$ cat config.mk
export PLATFORM = sky130hd
export DESIGN_NAME = imm_operand_encoder
export DESIGN_NICKNAME = d
export VERILOG_FILES = /design/src/rtl/imm_operand_encoder.sv
export SDC_FILE = /design/constraint.sdc
export NUM_CORES = 1
export LEC_CHECK = 0
export BUFFER_PORTS_ARGS = -buffer_cell sky130_fd_sc_hd__buf_2
export CAP_MARGIN = 30
export CORE_ASPECT_RATIO = 0.75
export CORE_MARGIN = 2
export CORE_UTILIZATION = 50
export DETAILED_ROUTE_END_ITERATION = 8
export HOLD_SLACK_MARGIN = 0.02
export PLACE_DENSITY = 0.69
export SYNTH_ARGS = -nofsm -noshare
export SYNTH_HDL_FRONTEND = slang
export SYNTH_SLANG_ARGS = --single-unit
$ cat constraint.sdc
create_clock -name i_clk -period 5.8 [get_ports i_clk]
set_clock_uncertainty 0.15 [all_clocks]
set_input_delay 0.58 -clock i_clk [delete_from_list [all_inputs] [get_ports i_clk]]
set_output_delay 0.58 -clock i_clk [all_outputs]
set_load 0.005 [all_outputs]
$ cat src/rtl/imm_operand_encoder.sv
// Iterative encoder: finds the {rotate_imm, immed_8} operand whose rotated decode equals a
// 32-bit constant, optionally retrying on its bitwise NOT and its negation.
module imm_operand_encoder #(
    parameter bit ALLOW_NOT = 1'b1,
    parameter bit ALLOW_NEG = 1'b1
) (
    input  logic        i_clk,
    input  logic        i_rst,
    input  logic        i_start,
    input  logic [31:0] i_value,
    output logic        o_busy,
    output logic        o_done,
    output logic        o_found,
    output logic [11:0] o_shift_operand,
    output logic [1:0]  o_variant
);

    typedef enum logic [1:0] {
        S_IDLE   = 2'd0,
        S_SEARCH = 2'd1,
        S_DONE   = 2'd2
    } state_t;

    localparam logic [1:0] C_DIRECT = 2'b00;
    localparam logic [1:0] C_NOT    = 2'b01;
    localparam logic [1:0] C_NEG    = 2'b10;

    state_t      r_state;
    logic [31:0] r_value;
    logic [1:0]  r_cand;
    logic [3:0]  r_rot;
    logic        r_busy;
    logic        r_done;
    logic        r_found;
    logic [11:0] r_shift_operand;
    logic [1:0]  r_variant;

    logic [31:0] w_cand_val;
    logic [5:0]  w_sh;
    logic [31:0] w_rol;
    logic        w_match;
    logic        w_has_next;
    logic [1:0]  w_next_cand;

    always_comb begin
        w_cand_val = r_value;
        case (r_cand)
            C_NOT:   w_cand_val = ~r_value;
            C_NEG:   w_cand_val = 32'd0 - r_value;
            default: w_cand_val = r_value;
        endcase
    end

    // Rotating the constant left undoes the decoder's right rotation; at r=0 the
    // right-shift term is by 32 and contributes nothing.
    assign w_sh    = {1'b0, r_rot, 1'b0};
    assign w_rol   = (w_cand_val << w_sh) | (w_cand_val >> (6'd32 - w_sh));
    assign w_match = (w_rol[31:8] == 24'd0);

    always_comb begin
        w_has_next  = 1'b0;
        w_next_cand = C_DIRECT;
        case (r_cand)
            C_DIRECT: begin
                if (ALLOW_NOT) begin
                    w_has_next  = 1'b1;
                    w_next_cand = C_NOT;
                end else if (ALLOW_NEG) begin
                    w_has_next  = 1'b1;
                    w_next_cand = C_NEG;
                end
            end
            C_NOT: begin
                if (ALLOW_NEG) begin
                    w_has_next  = 1'b1;
                    w_next_cand = C_NEG;
                end
            end
            default: begin
                w_has_next  = 1'b0;
                w_next_cand = C_DIRECT;
            end
        endcase
    end

    always_ff @(posedge i_clk) begin
        if (i_rst) begin
            r_state         <= S_IDLE;
            r_value         <= 32'd0;
            r_cand          <= C_DIRECT;
            r_rot           <= 4'd0;
            r_busy          <= 1'b0;
            r_done          <= 1'b0;
            r_found         <= 1'b0;
            r_shift_operand <= 12'd0;
            r_variant       <= 2'b00;
        end else begin
            r_done <= 1'b0;
            case (r_state)
                S_IDLE, S_DONE: begin
                    if (i_start) begin
                        r_value <= i_value;
                        r_cand  <= C_DIRECT;
                        r_rot   <= 4'd0;
                        r_busy  <= 1'b1;
                        r_state <= S_SEARCH;
                    end else begin
                        r_state <= S_IDLE;
                    end
                end
                S_SEARCH: begin
                    if (w_match) begin
                        r_found         <= 1'b1;
                        r_shift_operand <= {r_rot, w_rol[7:0]};
                        r_variant       <= r_cand;
                        r_busy          <= 1'b0;
                        r_done          <= 1'b1;
                        r_state         <= S_DONE;
                    end else if (r_rot == 4'd15) begin
                        if (w_has_next) begin
                            r_cand <= w_next_cand;
                            r_rot  <= 4'd0;
                        end else begin
                            r_found         <= 1'b0;
                            r_shift_operand <= 12'd0;
                            r_variant       <= 2'b00;
                            r_busy          <= 1'b0;
                            r_done          <= 1'b1;
                            r_state         <= S_DONE;
                        end
                    end else begin
                        r_rot <= r_rot + 4'd1;
                    end
                end
                default: begin
                    r_busy  <= 1'b0;
                    r_state <= S_IDLE;
                end
            endcase
        end
    end

    assign o_busy          = r_busy;
    assign o_done          = r_done;
    assign o_found         = r_found;
    assign o_shift_operand = r_shift_operand;
    assign o_variant       = r_variant;

endmodule
* After elaboration in Yosys (flattened, before gate mapping)
Cells that the tools add are included.
Storage, ports and cells: output and inout port bits 17, register bits 57
Cells by class: shift-type cells 2, $add $sub $neg 3, eq/ne operators 13, reductions and logical operators 14, bitwise gates (word level) 3, multiplexer cells 33
Operators by type and width (number):
- case mux 32 bit (2 select lines) | 1
- two-way mux 12 bit | 3
- NOT 32 bit | 1
- bitwise OR 32 bit | 1
- left shift 32 x 5 -> 32 bit | 1
- right shift 32 x 6 -> 32 bit | 1
- subtractor 1 x 32 -> 32 bit (first input constant) | 1
- zero test 24 bit | 1
- two-way mux 2 bit | 10
- two-way mux 4 bit | 4
- case mux 2 bit (2 select lines) | 3
- two-way mux 1 bit | 10
- inequality test 2 bit (second input constant) | 5
- inequality test 3 bit (second input constant) | 3
- case mux 4 bit (2 select lines) | 1
- AND reduction 3 bit | 2
- OR reduction 2 bit | 3
- subtractor 6 x 5 -> 6 bit (first input constant) | 1
- AND reduction 5 bit | 1
- adder 4 x 1 -> 4 bit (second input constant) | 1
- equality test 2 x 1 -> 1 bit (second input constant) | 2
- equality test 2 bit (second input constant) | 2
- equality test 4 bit (second input constant) | 1
- zero test 2 bit | 2
- other kinds (5) | 7

* Depth between registers and ports, before layout
depth after elaboration 7, mapped depth 18

* Worst setup path before layout
Ideal clock, no wire load.
kind register to register, from register r_rot[0], to register r_shift_operand[5], in the netlist o_shift_operand[5], cell stages (with the launch flop) 17, setup slack 1.586 ns, data required time 5.533 ns, arrival time 3.947 ns, setup time 0.117 ns, path through dfxtp_1 -> inv_1 -> clkbuf_1 -> clkbuf_1 -> ha_1 -> inv_1 -> buf_1 -> buf_1 -> mux4_2 -> inv_1 -> nand4_1 -> a2111oi_4 -> a21oi_2 -> o21ai_4 -> a21oi_2 -> buf_6 -> a22o_1
Between the ends: longest elaborated chain between the ends 6, elaborated cells on any way between the ends 10
RTL lines:
- from (decl) | line 31 | logic [3:0] r_rot;
- from (signal assigned) | line 132 | r_rot <= r_rot + 4'd1;
- subtractor 6 x 5 -> 6 bit | line 57 | assign w_rol = (w_cand_val << w_sh) | (w_cand_val >> (6'd32 - w_sh));
- right shift 32 x 6 -> 32 bit | line 57
- bitwise OR 32 bit | line 57
- zero test 24 bit | line 58 | assign w_match = (w_rol[31:8] == 24'd0);
- inequality test 2 bit (no source line) or nonzero test 2 bit (tied branches)
- AND reduction 3 bit (no source line)
- to (signal assigned) | line 114 | r_shift_operand <= {r_rot, w_rol[7:0]};
- to (decl) | line 35 | logic [11:0] r_shift_operand;
Parallel ways exist; a longest one is shown, timed or not. A chain may end at the register's enable or synchronous reset.

* Worst setup path after layout
from register r_cand[0], to register r_shift_operand[7], in the netlist o_shift_operand[7]
Between the ends: longest elaborated chain between the ends 7, elaborated cells on any way between the ends 14
RTL lines:
- from (decl) | line 30 | logic [1:0] r_cand;
- from (signal assigned) | line 121 | r_cand <= w_next_cand;
- equality test 2 bit or equality test 2 x 1 -> 1 bit (tied branches) | line 47, 63
- case mux 32 bit (2 select lines) | line 47 | case (r_cand)
- right shift 32 x 6 -> 32 bit or left shift 32 x 5 -> 32 bit (tied branches) | line 57
- bitwise OR 32 bit | line 57
- zero test 24 bit | line 58
- inequality test 2 bit (no source line) or nonzero test 2 bit (tied branches)
- AND reduction 3 bit (no source line)
Parallel ways exist; a longest one is shown, timed or not.

==> metrics list <==
- Share of post-route cells with drive strength above 1: 0.1687
* Number of design-rule violations left by the first detailed-router iteration: 872
- Crit path buf inv count: 2
* Fin Setup TNS: 0 ns
* Number of global-route vias before repair: 6152
- Number of resized instances in the post-cts repair step: 0
* Global route total overflow: 0
* Final critical-path required period: 5.193 ns
- Worst setup EP type: flip-flop
- After detailed routing, the average wire length per cell comes to 21.86 µm.
* Number of instances in the synthesized netlist: 797
- TritonCTS built the clock tree.
* Worst setup path startpoint: r_cand[0]
- The synthesized design contains 57 register bits.
* Cell type contributing the most total cell area after synthesis: sky130_fd_sc_hd__dfxtp_1
- The slowest stage of the critical path is the sky130_fd_sc_hd__ha_1 cell.
* Antenna fix cells: 0
* Worst Setup Start Kind: flip-flop
- Outcome: finished, violations left
- Post-synthesis to final-layout area growth: 11.52%
- At the end of routability-driven placement, the weighted congestion stood at roughly 1.1.
- The worst register-to-register path begins at r_cand[0].
- The number of hold buffers added after CTS was 0.
- Final cell utilization of the core: 0.5734
- The final hold violation count is 0.
- During placement, the flow inserted port buffers numbering 51.
- Once routing completed, OpenROAD measured the worst setup slack at just over 0.6 ns.
- Final-report max-slew violation count: 0
- Global routing usage on met3: 0.09005
* Initial core utilization: 0.5141
- Total setup buffers inserted after CTS: 0
- Aggregate routed wire length: 20940 µm
- Clock root buffer: sky130_fd_sc_hd__clkbuf_16
* Placeable core region: roughly 0.011 mm²
- VDD sags by at most ~180 µV.
- At the worst endpoint, the arrival time is 5.27 ns.
* Met2 Use GR: 0.5254
- Max-cap violation count: 0
- Hold crit path type: flip-flop to flip-flop
* Number of inserted filler cells in the final layout: about 1100
- The initialized floorplan defines 33 standard-cell rows.
- Cell Area, Synth: between 0.005 and 0.006 mm²
- Peak clock frequency supported by timing: 192.6 MHz
- Summing over every cut layer, the via total after detailed routing is around 6600.
- DRC violations left: 1
- Delay of the slowest cell on the worst path: just under 0.7 ns
- CP Class: flip-flop to flip-flop
- Kind of cell with the highest combined delay on the critical path: compound AO/OA/AOI/OAI gates
- Yosys mapped the design onto 83 distinct sky130hd cell types.
- At the placement stage, the worst setup path has a slack of between 0.8 and 0.9 ns.
- Number of buffers on the longest clock path: 2
- Yosys mapped a number of flops with a built-in enable equal to 0.
- Once detail routing completed, the nets flagged for antenna violations numbered 0.
* Most common cell on crit path: sky130_fd_sc_hd__a21oi_2
- Relative slew margins: 0.4308
- Dividing the synthesized area by the synthesized cell count gives 7.058 µm².
* RSZ-0062 raised after global routing: no
- The die covers 0.01212 mm².
* Nets: ~860
- In this run, CTS created clock tree buffers numbering 9.
* Clock H-tree levels: 3
- Vias per cell: slightly below 7
- Met1 demand-to-capacity share in global routing: 0.4843
- Largest net degree at the start of global routing: 66
* Power Density: ~250 mW/mm²
- I/O pin count: 52
* Number of synthesis warnings: 0
- At the later pin of the worst-skew pair, clock insertion delay measures between 0.3 and 0.4 ns.
* Yosys top cell area share: 0.2028
- Die X-Extent: 126.5 µm
* 1st-pass router iterations: 7
- Setup violations remaining at the end of the flow were counted as 0.
- Along the worst path, the maximum fanout reaches 15.
- In the finished design, the share of the clock period the worst path needs comes to 0.8954.
- STA puts the critical path data required time at 5.88 ns.
- Summed over all cells, the static leakage comes to 2.401 nW.
- Antenna violations before repair: 0
* Tot GR Track Use: 0.3453
- The global routing stage identified its most utilized layer as met2.
* Violations in the final reports: design-rule violations
- In this run the most critical hold path is launched from o_found.
- Num Clock Sinks: 57
- Ys flop type: sky130_fd_sc_hd__dfxtp_1
* Slew at the pin closest to its max-slew limit: between 0.8 and 0.9 ns
- Final HPWL DP: ~15000 µm
* Total nets after synthesis: around 840
* DIE HEIGHT: 95.86 µm
- Of all flip-flops after synthesis, the portion carrying an async set or reset was 0.
- Sequential fraction of the synthesis area: 0.2028
- After clock tree synthesis, the clock-pin slew on the worst setup and hold paths is ~0.060 ns.
- Walking the worst path, the cells encountered are inv_1 -> ha_1 -> nor2b_1 -> mux2i_1 -> or4_1 -> o21a_1 -> o311a_1 -> nor4_1 -> a22oi_1 -> a2111oi_4 -> a21oi_2 -> o21ai_4 -> a21oi_2 -> buf_4 -> a22o_1.
* Top cells by area in the synthesized netlist: sky130_fd_sc_hd__dfxtp_1 20%, sky130_fd_sc_hd__nand2_1 7.3%, sky130_fd_sc_hd__a21oi_1 6.4%
* Wire length of the first global-routing pass: between 30000 and 40000 µm
[sequential cells by signal, summed over array words and instances, names as in the netlist]
| name | cells |
|---|---|
| o_done | 1 |
| o_shift_operand | 12 |
| r_state | 2 |
| r_cand | 2 |
| o_busy | 1 |
| o_variant | 2 |
| o_found | 1 |
| r_rot | 4 |
| r_value | 32 |
[Yosys cell counts, types with 5 or more instances]
library cell / n
sky130_fd_sc_hd__a22o_1: 14
sky130_fd_sc_hd__nand4_1: 19
sky130_fd_sc_hd__a21o_1: 5
sky130_fd_sc_hd__mux2i_1: 23
sky130_fd_sc_hd__buf_1: 8
sky130_fd_sc_hd__o21a_1: 8
sky130_fd_sc_hd__dfxtp_1: 57
sky130_fd_sc_hd__o21ai_0: 30
sky130_fd_sc_hd__o22ai_1: 8
sky130_fd_sc_hd__and2_1: 5
sky130_fd_sc_hd__inv_1: 16
sky130_fd_sc_hd__nor4b_1: 6
sky130_fd_sc_hd__nand2_1: 110
sky130_fd_sc_hd__nor2b_1: 7
sky130_fd_sc_hd__nand2b_1: 7
sky130_fd_sc_hd__clkbuf_1: 57
sky130_fd_sc_hd__and4_1: 6
sky130_fd_sc_hd__mux2_2: 12
sky130_fd_sc_hd__or4_1: 7
sky130_fd_sc_hd__o31ai_1: 7
sky130_fd_sc_hd__a21oi_1: 72
sky130_fd_sc_hd__or3_1: 6
sky130_fd_sc_hd__ha_1: 7
sky130_fd_sc_hd__a31oi_1: 8
sky130_fd_sc_hd__o211ai_1: 11
sky130_fd_sc_hd__o311a_1: 5
sky130_fd_sc_hd__buf_2: 6
sky130_fd_sc_hd__a211o_1: 5
sky130_fd_sc_hd__nor3_1: 32
sky130_fd_sc_hd__a211oi_1: 16
sky130_fd_sc_hd__nand3_1: 26
sky130_fd_sc_hd__a22oi_1: 5
sky130_fd_sc_hd__nor4_1: 10
sky130_fd_sc_hd__nor2_1: 82
[per-layer routing]
layer / share of wire / wire length, µm
met3: 0.12 / 2497
met4: 0.016 / 345
met1: 0.44 / 9297
met5: 0 / 0
met2: 0.42 / 8804
[logic make-up (layout without fill, tap and decap cells)]
family	count (synthesis)	in the layout	synth area share
compound gates	246	246	0.3092
xor+xnor	4	4	0.006229
fa+ha+maj	7	7	0.01557
buf+inv	90	111	0.06406
flops	57	57	0.2028
mux	40	40	0.08363
simple gates	353	353	0.3185
[power breakdown]
part / internal [mW] / total (mW) / switching (mW) / leakage (nW)
registers: 0.410 / 0.448 / 0.0385 / 0.465
clock network: 0.356 / 0.558 / 0.202 / 0.149
logic: 0.199 / 0.542 / 0.344 / 1.79
total: 0.964 / 1.55 / 0.584 / 2.40
[metrics by stage]
| stage | power (mW) | hold WS [ns] | cell area (µm²) | std cells |
|---|---|---|---|---|
| after floorplan | 0.8265 | 0.3009 | 5625 | 797 |
| after global placement | 0.9689 | 0.2805 | 5966 | 942 |
| after detailed placement | 0.9730 | 0.2897 | 5966 | 942 |
| after CTS | 1.528 | 0.3046 | 6274 | 958 |
| after global routing | 1.612 | 0.3276 | 6274 | 958 |
| final | 1.549 | 0.3026 | 6274 | 958 |
[area by class of cell]
type                    count  area [µm²]  area share
inverters                  17       63.81     0.01017
clock buffers              12       256.5     0.04089
repair buffers             78       457.9     0.07300
clock inverters             4       51.30    0.008177
multi-input cells         650        4126      0.6578
well taps                 140       175.2     0.02792
flip-flops and latches     57        1142      0.1821
[path summary, 6_finish.rpt]
check / end / slack, ns / depth (start not counted)
worst max register to register: o_shift_operand[7] / 0.61 / 15
worst max-delay path: o_shift_operand[7] / 0.61 / 15
worst min register to register: o_found / 0.30 / 1
worst min-delay path: o_found / 0.30 / 1
[cell usage in the layout, fill, tap and decap left out, types with 5 or more instances in the layout]
cell type / count
sky130_fd_sc_hd__nor4b_1: 6
sky130_fd_sc_hd__mux2_2: 12
sky130_fd_sc_hd__a211o_1: 5
sky130_fd_sc_hd__o211ai_1: 11
sky130_fd_sc_hd__ha_1: 7
sky130_fd_sc_hd__nor2b_1: 6
sky130_fd_sc_hd__dfxtp_1: 56
sky130_fd_sc_hd__buf_2: 51
sky130_fd_sc_hd__o21ai_0: 30
sky130_fd_sc_hd__a31oi_1: 8
sky130_fd_sc_hd__buf_4: 27
sky130_fd_sc_hd__clkbuf_16: 9
sky130_fd_sc_hd__or3_1: 6
sky130_fd_sc_hd__o21a_1: 8
sky130_fd_sc_hd__nand2_1: 110
sky130_fd_sc_hd__o31ai_1: 7
sky130_fd_sc_hd__a22o_1: 14
sky130_fd_sc_hd__nand4_1: 19
sky130_fd_sc_hd__nor2_1: 82
sky130_fd_sc_hd__or4_1: 7
sky130_fd_sc_hd__a22oi_1: 5
sky130_fd_sc_hd__and2_1: 5
sky130_fd_sc_hd__nor3_1: 32
sky130_fd_sc_hd__nand2b_1: 7
sky130_fd_sc_hd__o311a_1: 5
sky130_fd_sc_hd__and4_1: 6
sky130_fd_sc_hd__mux2i_1: 23
sky130_fd_sc_hd__a21oi_1: 72
sky130_fd_sc_hd__nor4_1: 10
sky130_fd_sc_hd__nand3_1: 26
sky130_fd_sc_hd__a21o_1: 5
sky130_fd_sc_hd__a211oi_1: 16
sky130_fd_sc_hd__inv_1: 16
sky130_fd_sc_hd__o22ai_1: 8
No activity file was read; power rests on OpenSTA's default activity.
